$ cat config.mk
export PLATFORM = sky130hd
export DESIGN_NAME = inta_sequencer
export DESIGN_NICKNAME = d
export VERILOG_FILES = /design/src/rtl/inta_sequencer.sv
export SDC_FILE = /design/constraint.sdc
export NUM_CORES = 1
export LEC_CHECK = 0
export CAP_MARGIN = 20
export CORE_MARGIN = 5
export CORE_UTILIZATION = 48
export CTS_BUF_LIST = sky130_fd_sc_hd__clkbuf_4 sky130_fd_sc_hd__clkbuf_8 sky130_fd_sc_hd__clkbuf_16
export CTS_CLUSTER_SIZE = 16
export DETAILED_ROUTE_END_ITERATION = 7
export HOLD_SLACK_MARGIN = 0.15
export PLACE_DENSITY = 0.89
export SYNTH_ARGS = -nofsm -noshare
export SYNTH_HDL_FRONTEND = slang
export SYNTH_SLANG_ARGS = --single-unit
$ cat constraint.sdc
create_clock -name clk -period 2.8 [get_ports clk]
set_input_delay 0.84 -clock clk [delete_from_list [all_inputs] [get_ports clk]]
set_output_delay 0.84 -clock clk [all_outputs]
set_load 0.01 [all_outputs]
$ cat src/rtl/inta_sequencer.sv
// inta_sequencer: fixed-priority, fully nested interrupt acknowledge sequencer.
//
// Ports:
//   clk            clock; all state updates on its rising edge
//   reset          synchronous active-high reset
//   ir[7:0]        level-sensitive interrupt requests IR7..IR0
//   imr[7:0]       interrupt mask, 1 masks the corresponding IR
//   icw2_base[4:0] vector bits T7..T3
//   inta           one-cycle strobe per CPU INTA pulse (already synchronised)
//   eoi            one-cycle EOI command strobe
//   eoi_specific   1 = specific EOI, 0 = non-specific EOI
//   eoi_level[2:0] level cleared by a specific EOI
//   int_out        registered interrupt request to the CPU
//   irr[7:0]       interrupt request register
//   isr[7:0]       in-service register
//   vector[7:0]    interrupt vector, holds its value between acknowledges
//   vector_valid   one-cycle qualifier for vector
//
// Build option: define INTA_SEQ_AUTO_EOI_EN to clear the served in-service
// bit automatically on the second INTA.
module inta_sequencer #(
    parameter int ACK_TIMEOUT = 255
) (
    input  logic       clk,
    input  logic       reset,
    input  logic [7:0] ir,
    input  logic [7:0] imr,
    input  logic [4:0] icw2_base,
    input  logic       inta,
    input  logic       eoi,
    input  logic       eoi_specific,
    input  logic [2:0] eoi_level,
    output logic       int_out,
    output logic [7:0] irr,
    output logic [7:0] isr,
    output logic [7:0] vector,
    output logic       vector_valid
);

`ifdef INTA_SEQ_AUTO_EOI_EN
    localparam bit AUTO_EOI = 1'b1;
`else
    localparam bit AUTO_EOI = 1'b0;
`endif

    typedef enum logic [1:0] {IDLE, REQ, ACK1} state_t;

    state_t     state_q, state_d;
    logic [7:0] irr_q, isr_q, vector_q, vector_d, cnt_q, cnt_d;
    logic [2:0] level_q, level_d;
    logic       owned_q, owned_d, vv_q, vv_d, int_out_q;
    logic       cand_vld, blocked;
    logic [2:0] cand_idx;
    logic [7:0] ack_set, seq_clr, eoi_clr, lvl_mask;

    // Lowest-index unmasked request with no in-service bit at or below it.
    always_comb begin
        cand_vld = 1'b0;
        cand_idx = 3'd0;
        blocked  = 1'b0;
        for (int i = 0; i < 8; i++) begin
            blocked = blocked | isr_q[i];
            if (!cand_vld && !blocked && irr_q[i] && !imr[i]) begin
                cand_vld = 1'b1;
                cand_idx = 3'(i);
            end
        end
    end

    assign lvl_mask = 8'd1 << level_q;

    // Non-specific EOI isolates the lowest set in-service bit.
    assign eoi_clr = !eoi ? 8'd0 :
                     eoi_specific ? (8'd1 << eoi_level) : (isr_q & (~isr_q + 8'd1));

    always_comb begin
        state_d  = state_q;
        level_d  = level_q;
        cnt_d    = cnt_q;
        owned_d  = owned_q;
        vector_d = vector_q;
        vv_d     = 1'b0;
        ack_set  = 8'd0;
        seq_clr  = 8'd0;
        case (state_q)
            IDLE: state_d = cand_vld ? REQ : IDLE;
            REQ: begin
                if (inta) begin
                    // No candidate left at acknowledge time: spurious, level 7.
                    state_d = ACK1;
                    level_d = cand_vld ? cand_idx : 3'd7;
                    owned_d = cand_vld;
                    ack_set = cand_vld ? (8'd1 << cand_idx) : 8'd0;
                    cnt_d   = 8'd0;
                end else if (!cand_vld) begin
                    state_d = IDLE;
                end
            end
            ACK1: begin
                if (inta) begin
                    state_d  = IDLE;
                    vector_d = {icw2_base, level_q};
                    vv_d     = 1'b1;
                    seq_clr  = (AUTO_EOI && owned_q) ? lvl_mask : 8'd0;
                end else begin
                    cnt_d = cnt_q + 8'd1;
                    if (cnt_d == 8'(ACK_TIMEOUT)) begin
                        state_d = IDLE;
                        seq_clr = owned_q ? lvl_mask : 8'd0;
                    end
                end
            end
            default: state_d = IDLE;
        endcase
    end

    always_ff @(posedge clk) begin
        if (reset) begin
            state_q   <= IDLE;
            irr_q     <= 8'd0;
            isr_q     <= 8'd0;
            vector_q  <= 8'd0;
            cnt_q     <= 8'd0;
            level_q   <= 3'd0;
            owned_q   <= 1'b0;
            vv_q      <= 1'b0;
            int_out_q <= 1'b0;
        end else begin
            state_q   <= state_d;
            irr_q     <= ir & ~ack_set;
            // An acknowledge set overrides any clear aimed at the same bit.
            isr_q     <= (isr_q & ~eoi_clr & ~seq_clr) | ack_set;
            vector_q  <= vector_d;
            cnt_q     <= cnt_d;
            level_q   <= level_d;
            owned_q   <= owned_d;
            vv_q      <= vv_d;
            int_out_q <= (state_d == REQ);
        end
    end

    assign int_out      = int_out_q;
    assign irr          = irr_q;
    assign isr          = isr_q;
    assign vector       = vector_q;
    assign vector_valid = vv_q;

endmodule
==> out/metrics.yaml <==
route:
  viasPerCell: 5.86
  post-route-drc-count: 0
  vias: 2086
  routed_wl_um: 5680
  ant_nets: 0
  drt_iter0_markers: 134
  firstDrtPassIters: 5
  avgRoutedWirePerCell_um: 15.9
global_route:
  grt_usage_pct: 20.2
  grt.overflow.total: 0
  first_global_vias: 2128
  antenna_found_initial: 0
  grt_max_degree: 18
  grt_pass1_wl_um: 9890
clocking:
  cts_resized: 0
  numClockSinks: 40
  cts_root_buf: "clkbuf_8"
  cts_buffers: 5
  cts_setup_buffers: 0
  insertion_delay_ns: 0.29
  cts_htree_levels: 2
  clockBufferDepth: 2
  cts_tree: "built"
  clk_pin_slew_ns: 0.08
  holdBufCountCts: 0
placement:
  hpwl_um: 4210
  place_congestion: 0.906
  portBuffers: 54
  dp_slack_ns: 0.106
final_layout:
  layout_commonest_cell: "clkdlybuf4s50_1"
  final_layout_size_suffix_gt1_share_pct: 11.2
  fin_nets: 334
  area_growth_pct: 36.0
  n_antenna_cell: 0
  mostFrequentLayoutCells: "clkdlybuf4s50_1 (54), dfxtp_1 (40), nor2_1 (28)"
sta:
  slew_viol_final: 0
  setup_ws_ns: 0.342
  rsz0062_at_grt: "false"
  setup_viol_count_final: 0
  fmax_mhz: 407
  finalCriticalPeriod_ns: 2.46
  setup_tns_ns: 0
  slew_headroom_pct: 47.8
  finalCritPeriodShare_pct: 87.8
  hold_viol: 0
  skew_ns: 0.00734
  worst_pin_slew_ns: 0.783
floorplanning:
  die_w_um: 76.3
  ios: 55
  dieArea_um2: 5810
  fp.coreArea_um2: 4290
  die_h_um: 76.3
  placementRows: 24
  initial_core_util_pct: 49.1
power:
  ir_drop_mv: 0.352
  comb_power_share_pct: 15.3
  switchingPower_w: 0.000314
  clkPwrFrac_pct: 38.8
  p_int_w: 0.00101
  p_leak_nw: 1.06
  powerDensity_nw_per_um2: 462
  p_sw_share_pct: 23.8
  seqPwrFrac_pct: 46.0
synthesis:
  yosys_most_used_dff: "dfxtp_1"
  postSynthCellCount: 244
  ys_warn_count: 0
  syn_area_um2: 2110
  synth_cell_types: 54
  syn_nets: 275
  synth_edf_count: 0
  ys_ff_latch: 40
  avgSynthCellArea_um2: 8.64
  ys_seq_area_share_pct: 38.0
  async_flop_share_pct: 0
critical_path:
  setup.worst_path.start_class: "input port"
  critPathCaptureType: "flop"
  arrival_ns: 2.63
  crit_path_max_fanout: 4
  critPathRequiredTime_ns: 2.98
  path_class: "input port to flop"
status:
  status: "complete, no violations"
hold_path:
  hold_path_class: "flop to flop"
flow_run:
  maxCapViolCount: 0
-- through the flow --
step	util, %	std cells	instance area [um^2]	power (W)	hold WS [ns]
finish	66.8	356	2870	0.00132	0.498
global route	66.8	356	2870	0.00139	0.532
CTS	66.8	356	2870	0.00134	0.496
detailed placement	63.8	348	2740	0.000820	0.483
global placement	63.8	348	2740	0.000816	0.473
floorplan	-	244	2110	0.000722	0.447
-- synth_stat cells, types with 2 or more instances --
cell type,count,share of area (%)
nand2_1,21,3.7
o21ai_0,10,2.4
ha_1,2,1.2
nand2b_1,7,2.1
mux2i_1,8,3.8
and3_1,3,0.89
nor4_1,3,0.89
or3_2,2,0.71
nor2_1,28,5.0
o22ai_1,4,1.2
a2111oi_4,2,2.6
nand3_1,10,2.4
a311oi_1,4,1.7
a21o_1,2,0.71
or3_1,3,0.89
dfxtp_1,40,38
inv_1,5,0.89
nor4b_1,3,1.2
nor3b_1,9,3.2
nor2b_1,2,0.59
o2bb2ai_1,2,0.83
o41ai_1,2,0.83
or3b_2,2,0.83
nor3b_2,2,1.2
clkbuf_1,10,1.8
nand3b_1,2,0.71
nor3_1,5,1.2
a21oi_1,16,3.8
a211oi_2,2,1.2
a31oi_1,2,0.59
and4b_1,2,0.95
o31ai_1,6,2.1
or4_4,2,1.1
-- logic make-up after synthesis --
family,after synthesis,share of synthesized area [%]
fa+ha+maj,2,1.19
xor+xnor,1,0.416
simple gates,113,30.8
flops,40,38.0
mux,8,3.80
compound gates,63,22.6
buf+inv,17,3.15
-- sequential cells by signal, indices dropped and copies added (netlist names) --
signal,count
cnt_q,8
int_out,1
irr,8
isr,8
level_q,3
owned_q,1
state_q,2
vector,8
vector_valid,1
-- critical path, stage by stage --
cell	delay [ns]
clkdlybuf4s50_1	0.51
nand2_1	0.09
or2_0	0.24
or4_4	0.57
o41ai_1	0.38
-- cell type report --
type | count | area [um^2]
Inverter | 5 | 18.8
Sequential cell | 40 | 801
Clock buffer | 7 | 96.3
Multi-Input combinational cell | 187 | 1240
Clock inverter | 1 | 30.0
Timing Repair Buffer | 64 | 616
Fill cell | 362 | 1430
Tap cell | 52 | 65.1
-- path summary, 6_finish.rpt --
| path | to | cells after the start | start | slack (ns) |
|---|---|---|---|---|
| max reg2reg | irr[5] | 5 | isr[0] | 0.54 |
| min | isr[2] | 2 | isr[2] | 0.50 |
| max | isr[5] | 5 | inta | 0.34 |
| min reg2reg | isr[2] | 2 | isr[2] | 0.50 |
-- power by group through the flow --
stage          clock network [W]  logic [W]  registers, W
2_1_floorplan                  0   0.000102      0.000621
3_3_place_gp                   0   0.000196      0.000620
3_5_place_dp                   0   0.000199      0.000621
4_1_cts                 0.000528   0.000203      0.000608
5_1_grt                 0.000557   0.000220      0.000611
6_report                0.000513   0.000202      0.000608
-- layer usage --
metal	global-route usage, %	wire length (um)	vias to the layer above	share of wire, %
li1	-	-	1022	-
met1	23.7	2340	959	41
met2	34.2	2780	93	49
met3	6.86	493	12	8.7
met4	6.64	64	0	1.1
met5	0	0	-	0
Power figures use the tool's default switching activity.
